**src/rtl/encoder2_rr.sv**
```systemverilog
// Round-robin 4-to-2 encoder: captures request strobes as pending bits and issues
// them one at a time as a 2-bit index over a valid/ready handshake.
//
// state | meaning
// IDLE  | nothing presented; issue the first pending line found from ptr
// VALID | S holds an unaccepted index; on accept, issue the next line after S or drop valid
module encoder2_rr (
  input  logic       clk,
  input  logic       reset,
  input  logic       enable,
  input  logic [3:0] req,
  input  logic       ready,
  output logic [1:0] S,
  output logic       valid,
  output logic [3:0] pending
);

  typedef enum logic {
    IDLE  = 1'b0,
    VALID = 1'b1
  } state_t;

  state_t     state;
  logic [1:0] ptr;

  logic [1:0] scan_start;
  logic [3:0] rot;
  logic [1:0] off;
  logic [1:0] sel;
  logic       issue;
  logic [3:0] issue_mask;
  logic [3:0] cap;

  // On a handshake the scan starts just after the index being accepted,
  // which is exactly the pointer value that edge will store.
  always_comb begin
    scan_start = (state == VALID) ? S + 2'd1 : ptr;

    rot = pending;
    case (scan_start)
      2'd0:    rot = pending;
      2'd1:    rot = {pending[0],   pending[3:1]};
      2'd2:    rot = {pending[1:0], pending[3:2]};
      default: rot = {pending[2:0], pending[3]};
    endcase

    off = 2'd3;
    if (rot[0])      off = 2'd0;
    else if (rot[1]) off = 2'd1;
    else if (rot[2]) off = 2'd2;

    sel        = scan_start + off;
    issue      = (pending != 4'b0000) && ((state == IDLE) || ready);
    issue_mask = issue ? (4'b0001 << sel) : 4'b0000;
    cap        = enable ? req : 4'b0000;
  end

  // A request landing on the bit being issued re-arms it as a fresh request.
  always_ff @(posedge clk or negedge reset) begin
    if (!reset) begin
      state   <= IDLE;
      ptr     <= 2'd0;
      S       <= 2'd0;
      valid   <= 1'b0;
      pending <= 4'b0000;
    end else begin
      pending <= (pending & ~issue_mask) | cap;
      case (state)
        IDLE: begin
          if (issue) begin
            S     <= sel;
            valid <= 1'b1;
            state <= VALID;
          end
        end
        VALID: begin
          if (ready) begin
            ptr <= S + 2'd1;
            if (issue) begin
              S <= sel;
            end else begin
              valid <= 1'b0;
              state <= IDLE;
            end
          end
        end
        default: begin
          state <= IDLE;
          valid <= 1'b0;
        end
      endcase
    end
  end

endmodule

```
**config.mk**
```make
export PLATFORM = sky130hd
export DESIGN_NAME = encoder2_rr
export DESIGN_NICKNAME = d
export VERILOG_FILES = /design/src/rtl/encoder2_rr.sv
export SDC_FILE = /design/constraint.sdc
export NUM_CORES = 1
export LEC_CHECK = 0
export BUFFER_PORTS_ARGS = -buffer_cell sky130_fd_sc_hd__buf_2
export CORE_AREA = 2 2 39 41
export CTS_CLUSTER_SIZE = 24
export DETAILED_ROUTE_END_ITERATION = 10
export DIE_AREA = 0 0 41 43
export PLACE_DENSITY = 0.7
export SLEW_MARGIN = 20
export SYNTH_ARGS = -nofsm -noshare
export SYNTH_HDL_FRONTEND = slang
export SYNTH_SLANG_ARGS = --single-unit
```
**constraint.sdc**
```tcl
create_clock -name clk -period 2.24 [get_ports clk]
set_input_delay 0 -clock clk [delete_from_list [all_inputs] [get_ports clk]]
set_output_delay 0 -clock clk [all_outputs]
set_load 0.01 [all_outputs]
```
==> impl_results.rst, run 1 <==
.. list-table::
   :header-rows: 1

   * - Metric
     - Value
   * - Via count of the first global-routing pass
     - about 560
   * - NumNets Final
     - 100
   * - Maximum level of the CTS H-tree
     - 1
   * - Final Power
     - 1.21 mW
   * - Net count after synthesis
     - 73
   * - Die outline height
     - 43 um
   * - Number of iterations in the first detailed-routing pass
     - 4
   * - Number of remaining DRC errors
     - 0
   * - Sequential area share after synthesis
     - around two fifths
   * - GP Congestion
     - 0.819
   * - FF+latch area
     - 251 um^2
   * - Mapped Avg Cell Area
     - ~9.4 um^2
   * - Commonest non-fill, non-tap cell in the layout
     - buf_2
   * - Clock buffer count from CTS
     - 3
   * - Logic pwr share
     - a little under three fifths
   * - Post-Route Setup TNS
     - 0 ns
   * - Global-route usage over all layers
     - 21.0%
   * - Area grow syn2layout
     - 40.8%
   * - Distinct cell type count after synthesis
     - 30
   * - Congestion Overflow GR
     - 0
   * - Clock Path Buffers
     - 2
   * - Maximum ir drop on the vdd rail
     - 0.785 mV
   * - Clock group share of total power
     - between 10 and 15%
   * - Cell area after synthesis
     - just over 600 um^2
   * - Hold Path Depth
     - 4
   * - Number of sinks on the clock net
     - 10
   * - Fraction of power consumed by sequential logic
     - 28.5%
   * - Starting density of the core
     - 43.7%
   * - Required time of the critical path
     - about 2.4 ns
   * - Clk root buf
     - clkbuf_4
   * - Core area
     - 1380 um^2
   * - Arrival time reported for the critical path endpoint
     - 2.31 ns
   * - Max FO, Critical Path
     - 6
   * - Commonest cells after routing, fill and taps aside
     - buf_2, dfrtp_1, nand2_1, dlygate4sd3_1
   * - Initial DRC count
     - 18
   * - Fin. Hold Viols
     - 0
   * - Worst Reg2Reg Path Length in Cells
     - 9
   * - Power density over the cells
     - around 1400 nW/um^2
   * - Startpoint type of the worst setup path
     - flip-flop
   * - Critical path endpoint category
     - flip-flop
   * - Setup repair after global routing missed its margin
     - true
   * - Worst clock skew on the final layout
     - 0.000878 ns
   * - Internal power summed over all cells
     - between 0.7 and 0.8 mW
   * - Switching pwr
     - 0.500 mW
   * - Die width
     - 41 um
   * - Hold EP
     - valid
   * - Endpoint of the worst-slack reg-to-reg timing path
     - pending[0]
   * - Placed Instances
     - 94
   * - Worst slew margin relative to its limit
     - 67.2%
   * - Register-to-register setup slack
     - 0.09 ns
   * - Clock slew seen by the registers of the worst setup and hold paths
     - around 0.080 ns
   * - Max Transition Viols Final
     - 0
   * - Wire length per cell after detailed routing
     - approximately 15 um
   * - Multi-input logic area
     - approximately 380 um^2
   * - Number of setup violations in the final report
     - 0
   * - Wire length of the first global-routing pass
     - 2380 um
   * - Fillcell total
     - 119
   * - Startpoint of the worst register-to-register path
     - S[1]
   * - Number of nets still failing antenna checks after routing
     - 0
   * - Ratio of final minimum period to clock period
     - a little over nine tenths
   * - Number of antenna repair diodes
     - 0
   * - Fraction of power spent switching nets
     - 41.2%
   * - Post-synthesis async set-or-reset flop share
     - 100%
   * - DP Wirelength
     - 1030 um
   * - Post-Synthesis Cells
     - 64
   * - # rows
     - 14
   * - Port bufs
     - 14
   * - Final instance count without filler cells
     - 106
   * - Critical path class
     - flip-flop to flip-flop
   * - Leakage component of the power
     - around 0.38 nW
   * - Final routed wirelength across all metal layers
     - 1570 um
   * - Vias per cell
     - 5.69
   * - Clock latency at the later pin of the worst-skew pair
     - 0.28 ns
   * - Number of flops mapped to enable cells by yosys
     - 0
   * - Fraction of layout instances using a drive strength above 1
     - between 30% and 40%
   * - Worst-margin pin slew
     - 0.491 ns
   * - Clock period minus worst slack
     - 2.15 ns
   * - DIE AREA
     - about 1800 um^2
   * - Worst min-delay path category
     - primary input to flip-flop
   * - Status
     - complete, no violations
   * - Largest net degree at the start of global routing
     - 11
   * - Ys flop type
     - dfrtp_1
   * - Count of max-cap constraint violations
     - 0
   * - CTS tree
     - done
   * - Critical hold path startpoint
     - ready
   * - FMAX
     - 466 MHz
   * - Number of warnings reported in the yosys synthesis log
     - 0
   * - # IOs
     - 15
   * - Via count of the routed design
     - between 600 and 700
   * - Antenna violations before repair
     - 0
   * - Count of state elements after synthesis
     - 10
-- per-layer routing --
layer / vias to the layer above / part of all wire (%) / GRT usage (%)
li1: 297 / - / -
met1: 282 / 45 / 25.0
met2: 17 / 49 / 30.6
met3: 7 / 3.3 / 6.28
met4: 0 / 2.9 / 14.7
met5: - / 0 / 0
-- cell type report --
class / count / share of cell area (%)
tap: 16 / 2.35
timing repair buffer: 23 / 17.6
multi-input combinational: 49 / 44.4
clock buffer: 4 / 4.26
sequential: 10 / 29.6
inverter: 4 / 1.76
-- worst max path at each step --
stage,from,end,slack [ns],depth (start not counted)
after floorplan,S[0],S[1],0.15,7
after global placement,S[0],pending[0],0.06,8
after detailed placement,S[0],pending[0],0.01,8
after CTS,S[0],pending[0],0.02,9
after global routing,S[1],pending[0],-0.006,9
final,S[1],pending[0],0.09,9
-- power groups by stage --
| stage | logic (mW) | registers (mW) | clock network (mW) |
|---|---|---|---|
| 2_1_floorplan | 0.399 | 0.319 | 0 |
| 3_3_place_gp | 0.531 | 0.320 | 0 |
| 3_5_place_dp | 0.543 | 0.322 | 0 |
| 4_1_cts | 0.562 | 0.320 | 0.170 |
| 5_1_grt | 0.748 | 0.356 | 0.182 |
| 6_report | 0.691 | 0.346 | 0.175 |
-- cells in the mapped netlist (all sizes together), types with 2 or more instances --
cell type   n  area (um^2)
dfrtp      10          250
inv         4         15.0
and3        2         17.5
a211o       2         18.8
nor2        2         7.51
mux2        2         22.5
a21oi       5         25.0
o21ai       2         10.0
nand3       2         10.0
o31ai       2         15.0
o32ai       2         17.5
a22oi       4         30.0
nand2b      4         27.5
nand2       9         36.3
-- critical path, cell delays in order (launching register included) --
cell,delay (ns)
dfrtp_1,0.44
xnor2_4,0.21
a21oi_4,0.10
a21oi_1,0.16
o32ai_1,0.10
mux2_2,0.28
ha_1,0.30
nand2b_1,0.19
a22oi_2,0.16
nand3_1,0.10
-- what timing repair did --
| item | CTS | global route |
|---|---|---|
| setup buffers | 0 | 3 |
| pin swaps | 0 | 1 |
| endpoints found under the setup margin | 1 | 5 |
| hold buffers | 4 | 1 |
| endpoints found under the hold margin | 13 | 1 |
| gates resized for setup | 1 | 7 |
-- stage by stage --
stage          util (%)  hold slack (ns)  cell area [um^2]  setup slack (ns)
2_1_floorplan         -           -0.296               604             0.152
3_3_place_gp       50.5           -0.122               698            0.0560
3_5_place_dp       50.5           -0.123               698           0.00983
4_1_cts            56.2          0.00800               778            0.0230
5_1_grt            61.5           0.0274               851          -0.00570
6_report           61.5           0.0130               851            0.0932
-- flip-flops by register name (all words and copies together), names as in the netlist --
signal,cells
valid,1
ptr,2
pending,4
state,1
S,2
-- kinds of logic after synthesis --
family | count (synthesis) | share of synthesized area (%)
multiplexers | 2 | 3.73
adder cells (fa/ha/maj) | 1 | 2.07
XOR/XNOR | 1 | 1.45
buffers and inverters | 5 | 3.10
flip-flops | 10 | 41.4
AO/OA/AOI/OAI | 20 | 25.3
AND/OR/NAND/NOR | 25 | 23.0
No activity file was read; power rests on OpenSTA's default activity.
==> run 2, diff against run 1 <==
--- a/config.mk
+++ b/config.mk
@@ -7,9 +7,11 @@
 export LEC_CHECK = 0
 export BUFFER_PORTS_ARGS = -buffer_cell sky130_fd_sc_hd__buf_2
 export CORE_AREA = 2 2 39 41
+export CTS_CLUSTER_DIAMETER = 80
 export CTS_CLUSTER_SIZE = 24
 export DETAILED_ROUTE_END_ITERATION = 10
 export DIE_AREA = 0 0 41 43
+export MAX_ROUTING_LAYER = met4
 export PLACE_DENSITY = 0.7
 export SLEW_MARGIN = 20
 export SYNTH_ARGS = -nofsm -noshare
==> constraint.sdc (replaced) <==
create_clock -name clk -period 2.3 [get_ports clk]
set_input_delay 0 -clock clk [delete_from_list [all_inputs] [get_ports clk]]
set_output_delay 0 -clock clk [all_outputs]
set_load 0.01 [all_outputs]
==> impl_results.rst, run 2 (same netlist as run 1, synthesis figures left out) <==
.. list-table::
   :header-rows: 1

   * - Metric
     - Value
   * - Worst-case hold slack
     - 0.0126 ns
   * - Number of iterations in the first detailed-routing pass
     - 4
   * - Arrival time reported for the critical path endpoint
     - 2.30 ns
   * - Final Power
     - 1.05 mW
   * - Clock slew seen by the registers of the worst setup and hold paths
     - ~0.08 ns
   * - Number of setup violations in the final report
     - 0
   * - Status
     - complete, no violations
   * - Congestion Overflow GR
     - 0
   * - Number of nets still failing antenna checks after routing
     - 0
   * - Port bufs
     - 14
   * - Leakage component of the power
     - 0.367 nW
   * - Largest net degree at the start of global routing
     - 11
   * - Number of antenna repair diodes
     - 0
   * - Die outline height
     - approximately 43 um
   * - Wire length per cell after detailed routing
     - 14.5 um
   * - Clock period minus worst slack
     - about 2.1 ns
   * - Clk root buf
     - clkbuf_4
   * - Register-to-register setup slack
     - 0.16 ns
   * - Global-route usage over all layers
     - 21.5%
   * - Post-Route Setup TNS
     - 0 ns
   * - Worst Reg2Reg Path Length in Cells
     - 9
   * - Worst slew margin relative to its limit
     - 67.8%
   * - Startpoint type of the worst setup path
     - flip-flop
   * - Number of flip-flops in the largest register
     - 4
   * - Final routed wirelength across all metal layers
     - 1500 um
   * - Hold Path Depth
     - 4
   * - Number of sinks on the clock net
     - 10
   * - Clock latency at the later pin of the worst-skew pair
     - 0.28 ns
   * - GP Congestion
     - 0.831
   * - Die width
     - ~41 um
   * - CP delay by family, top
     - compound AO/OA/AOI/OAI gates
   * - Hold EP
     - valid
   * - NumNets Final
     - 97
   * - Sequence of cells on the critical path
     - xnor2_2 > a21oi_2 > a21oi_1 > o32ai_1 > mux2_2 > ha_1 > nand2b_1 > a22oi_1 > o31ai_1
   * - Initial DRC count
     - 18
   * - Startpoint of the worst register-to-register path
     - S[0]
   * - Required time of the critical path
     - 2.46 ns
   * - Via count of the first global-routing pass
     - around 560
   * - Max FO, Critical Path
     - 6
   * - CTS tree
     - done
   * - Area grow syn2layout
     - 32.5%
   * - Longest individual stage delay on the worst path
     - 0.44 ns
   * - Max Transition Viols Final
     - 0
   * - Registers with the most flip-flops
     - pending x4, S x2, ptr x2
   * - Fraction of layout instances using a drive strength above 1
     - 33.3%
   * - Commonest cells after routing, fill and taps aside
     - buf_2, dfrtp_1, nand2_1, dlygate4sd3_1
   * - # IOs
     - 15
   * - Starting density of the core
     - around 44%
   * - Clock buffer count from CTS
     - 3
   * - Worst-margin pin slew
     - 0.482 ns
   * - Vias per cell
     - 5.68
   * - DP Wirelength
     - 1030 um
   * - Critical path endpoint category
     - flip-flop
   * - Most flop-heavy register
     - pending
   * - Critical path class
     - flip-flop to flip-flop
   * - Setup repair after global routing missed its margin
     - false
   * - FMAX
     - 467 MHz
   * - DIE AREA
     - 1760 um^2
   * - Cell with the largest stage delay on the worst path
     - dfrtp_1
   * - Core area
     - 1380 um^2
   * - Ratio of final minimum period to clock period
     - roughly 93%
   * - Count of buffer and inverter cells on the critical path
     - 0
   * - Post-CTS repair timing setup buffer count
     - 0
   * - Power density over the cells
     - between 1000 and 1500 nW/um^2
   * - Antenna violations before repair
     - 0
   * - Critical hold path startpoint
     - ready
   * - Worst clock skew on the final layout
     - 0.00673 ns
   * - Worst min-delay path category
     - primary input to flip-flop
   * - Count of max-cap constraint violations
     - 0
   * - Number of remaining DRC errors
     - 0
   * - Endpoint of the worst-slack reg-to-reg timing path
     - pending[2]
   * - Maximum ir drop on the vdd rail
     - 0.709 mV
   * - Via count of the routed design
     - a little under 600
   * - Wire length of the first global-routing pass
     - 2380 um
   * - Fin. Hold Viols
     - 0
   * - Clock Path Buffers
     - 2
   * - # rows
     - 14
   * - Commonest non-fill, non-tap cell in the layout
     - buf_2
   * - Maximum level of the CTS H-tree
     - 1
## run 2: cell types whose count changed in the layout (fill, tap and decap cells not counted), sizes merged
cell  change
buf       -3
## run 2: timing repair
item / CTS / global route
hold buffers: 4 / 1
gates resized for setup: 0 / 3
hold endpoints to repair: 13 / 1
setup endpoints to repair: 0 / 4
## run 2: how the worst max path moves through the flow
stage | start | to | slack, ns | depth (start not counted)
final | S[0] | pending[2] | 0.16 | 9
after global routing | S[0] | pending[0] | 0.02 | 9
after CTS | S[0] | pending[0] | 0.04 | 8
after detailed placement | S[0] | pending[0] | 0.07 | 8
after global placement | S[0] | pending[0] | 0.12 | 8
after floorplan | S[0] | S[1] | 0.21 | 7
## run 2: worst register-to-register path, stage by stage (launching register included)
cell and delay [ns]:
dfrtp_1 0.44, xnor2_2 0.19, a21oi_2 0.13, a21oi_1 0.16, o32ai_1 0.09, mux2_2 0.28
ha_1 0.30, nand2b_1 0.18, a22oi_1 0.16, o31ai_1 0.10
## run 2: layout make-up
type,count,area (um^2)
flip-flops and latches,10,250
inverters,4,15.0
multi-input cells,49,352
clock buffers,4,36.3
repair buffers,20,128
well taps,16,20.0
fillers,128,583
## run 2: layer usage
layer | GRT usage, % | vias to the layer above | wire length, um
met5 | - | - | 0
met4 | 14.7 | 0 | 47
met3 | 6.28 | 6 | 74
met2 | 30.6 | 22 | 720
met1 | 25.0 | 269 | 654
li1 | - | 288 | -
## run 2: stage by stage
stage | cells | worst slack (ns) | util (%) | instance area (um^2)
5_1_grt | 103 | 0.0222 | 57.9 | 801
3_3_place_gp | 94 | 0.116 | 50.5 | 698
2_1_floorplan | 64 | 0.212 | - | 604
4_1_cts | 102 | 0.0365 | 56.0 | 774
6_report | 103 | 0.160 | 57.9 | 801
3_5_place_dp | 94 | 0.0698 | 50.5 | 698
## run 2: where the power goes
part / internal [mW] / switching [mW]
Combinational: 0.276 / 0.285
Clock: 0.0963 / 0.0696
Sequential: 0.235 / 0.0869
==> run 3, diff against run 2 <==
--- a/config.mk
+++ b/config.mk
@@ -6,13 +6,15 @@
 export NUM_CORES = 1
 export LEC_CHECK = 0
 export BUFFER_PORTS_ARGS = -buffer_cell sky130_fd_sc_hd__buf_2
-export CORE_AREA = 2 2 39 41
+export CELL_PAD_IN_SITES_DETAIL_PLACEMENT = 1
+export CELL_PAD_IN_SITES_GLOBAL_PLACEMENT = 1
+export CORE_MARGIN = 1
+export CORE_UTILIZATION = 37
 export CTS_CLUSTER_DIAMETER = 80
 export CTS_CLUSTER_SIZE = 24
 export DETAILED_ROUTE_END_ITERATION = 10
-export DIE_AREA = 0 0 41 43
 export MAX_ROUTING_LAYER = met4
-export PLACE_DENSITY = 0.7
+export PLACE_DENSITY_LB_ADDON = 0.1
 export SLEW_MARGIN = 20
 export SYNTH_ARGS = -nofsm -noshare
 export SYNTH_HDL_FRONTEND = slang
==> impl_results.rst, run 3 (same netlist as run 1, synthesis figures left out) <==
.. list-table::
   :header-rows: 1

   * - Metric
     - Value
   * - Critical path class
     - flip-flop to flip-flop
   * - Commonest cells after routing, fill and taps aside
     - buf_2, dfrtp_1, nand2_1, dlygate4sd3_1
   * - Power density over the cells
     - approximately 1300 nW/um^2
   * - DP Wirelength
     - 1210 um
   * - Worst slew margin relative to its limit
     - 68.1%
   * - Count of buffer and inverter cells on the critical path
     - 0
   * - Maximum ir drop on the vdd rail
     - 0.528 mV
   * - Worst min-delay path category
     - primary input to flip-flop
   * - Setup repair after global routing missed its margin
     - false
   * - Ratio of final minimum period to clock period
     - 94.2%
   * - Die width
     - 42.4 um
   * - Required time of the critical path
     - 2.45 ns
   * - Starting density of the core
     - between 30% and 40%
   * - Wire length of the first global-routing pass
     - 2970 um
   * - Most flop-heavy register
     - pending
   * - Status
     - complete, no violations
   * - NumNets Final
     - 99
   * - Via count of the routed design
     - 619
   * - # IOs
     - 15
   * - Port bufs
     - 14
   * - Worst clock skew on the final layout
     - 0.000307 ns
   * - Number of iterations in the first detailed-routing pass
     - 4
   * - Die outline height
     - about 42 um
   * - Global-route usage over all layers
     - 23.3%
   * - Post-Route Setup TNS
     - 0 ns
   * - Leakage component of the power
     - 0.374 nW
   * - Via count of the first global-routing pass
     - 600
   * - Congestion Overflow GR
     - 0
   * - Fraction of layout instances using a drive strength above 1
     - 34.8%
   * - Clock Path Buffers
     - 2
   * - Max FO, Critical Path
     - 6
   * - # rows
     - 14
   * - Final instance count without filler cells
     - 105
   * - Vias per cell
     - 5.90
   * - Minimum setup slack in the final design
     - 0.134 ns
   * - Commonest non-fill, non-tap cell in the layout
     - buf_2
   * - Placed Instances
     - 95
   * - Worst-margin pin slew
     - between 0.4 and 0.5 ns
   * - Count of max-cap constraint violations
     - 0
   * - Max Transition Viols Final
     - 0
   * - Number of flip-flops in the largest register
     - 4
   * - Critical path endpoint category
     - flip-flop
   * - Registers with the most flip-flops
     - pending x4, S x2, ptr x2
   * - Pre-CTS worst setup slack
     - 0.0423 ns
   * - Initial DRC count
     - 5
   * - Clock period minus worst slack
     - roughly 2.2 ns
   * - Antenna violations before repair
     - 0
   * - Cell with the largest stage delay on the worst path
     - dfrtp_2
   * - Fin. Hold Viols
     - 0
   * - Clock slew seen by the registers of the worst setup and hold paths
     - 0.07 ns
   * - Final routed wirelength across all metal layers
     - 1780 um
   * - Number of nets still failing antenna checks after routing
     - 0
   * - Maximum level of the CTS H-tree
     - 1
   * - Final Power
     - 1.08 mW
   * - Clk root buf
     - clkbuf_4
   * - Number of sinks on the clock net
     - 10
   * - GP Congestion
     - 0.739
   * - Area grow syn2layout
     - 34.4%
   * - Core area
     - 1520 um^2
   * - DIE AREA
     - 1800 um^2
   * - Sequence of cells on the critical path
     - xnor2_2 > a21oi_2 > a21oi_1 > o32ai_1 > mux2_2 > ha_1 > nand2b_1 > a22oi_1 > nand3_1
   * - Wire length per cell after detailed routing
     - 17.0 um
   * - CP delay by family, top
     - compound AO/OA/AOI/OAI gates
   * - Number of setup violations in the final report
     - 0
   * - Clock buffer count from CTS
     - 3
   * - FMAX
     - 462 MHz
   * - Longest individual stage delay on the worst path
     - 0.43 ns
   * - Startpoint type of the worst setup path
     - flip-flop
   * - Number of remaining DRC errors
     - 0
   * - Largest net degree at the start of global routing
     - 11
   * - Clock latency at the later pin of the worst-skew pair
     - around 0.27 ns
   * - CTS tree
     - done
   * - Arrival time reported for the critical path endpoint
     - 2.32 ns
   * - Number of antenna repair diodes
     - 0
-- run 3: changes by cell type in the layout (fill, tap and decap cells not counted) --
| cell | previous run | this run |
|---|---|---|
| dfrtp_1 | 10 | 9 |
| a22oi_1 | 3 | 4 |
| buf_4 | 1 | 3 |
| a22oi_2 | 1 | 0 |
| dfrtp_2 | 0 | 1 |
-- run 3: area by class of cell --
class	count	area, um^2
Fill cell	181	712
Multi-Input combinational cell	49	347
Sequential cell	10	251
Timing Repair Buffer	22	143
Clock buffer	4	36.3
Tap cell	16	20.0
Inverter	4	15.0
-- run 3: timing repair --
item                       CTS  global route
resized for setup            0             3
hold endpoints to repair    14             0
hold buffers                 5             0
setup buffers                0             1
setup endpoints to repair    0             5
-- run 3: final timing paths --
kind	startpoint	slack, ns	depth (start not counted)	to
setup / recovery	S[0]	0.13	9	pending[0]
hold / removal	ready	0.02	4	valid
setup reg to reg	S[0]	0.13	9	pending[0]
hold reg to reg	ptr[1]	0.50	2	ptr[1]
max in group asynchronous	reset	1.96	2	S[0]
min in group asynchronous	reset	0.12	2	ptr[1]
-- run 3: per-layer routing --
metal  routed length (um)  up-vias  global-route usage, %  share of wire (%)
met5                    0        -                      -                  0
met4                   23        0                   9.38                1.3
met3                   48        3                   3.88                2.7
met2                  835       11                   34.5                 47
met1                  872      310                   31.8                 49
li1                     -      295                      -                  -
-- run 3: report_power, final --
group	total, mW	internal [mW]	leakage [nW]	switching [mW]
combinational	0.603	0.284	0.250	0.319
sequential	0.313	0.237	0.103	0.0766
clock	0.167	0.0963	0.0210	0.0707
-- run 3: per-stage QoR --
| step | area (um^2) | utilization, % | hold WS [ns] |
|---|---|---|---|
| 2_1_floorplan | 604 | - | -0.296 |
| 3_3_place_gp | 706 | 46.3 | -0.117 |
| 3_5_place_dp | 706 | 46.3 | -0.114 |
| 4_1_cts | 792 | 52.0 | 0.0158 |
| 5_1_grt | 812 | 53.3 | 0.0429 |
| 6_report | 812 | 53.3 | 0.0209 |
-- run 3: worst min-delay path, cell delays in order --
cell	delay (ns)
buf_2	0.10
nand2_1	0.05
nand2_1	0.06
a21oi_1	0.05
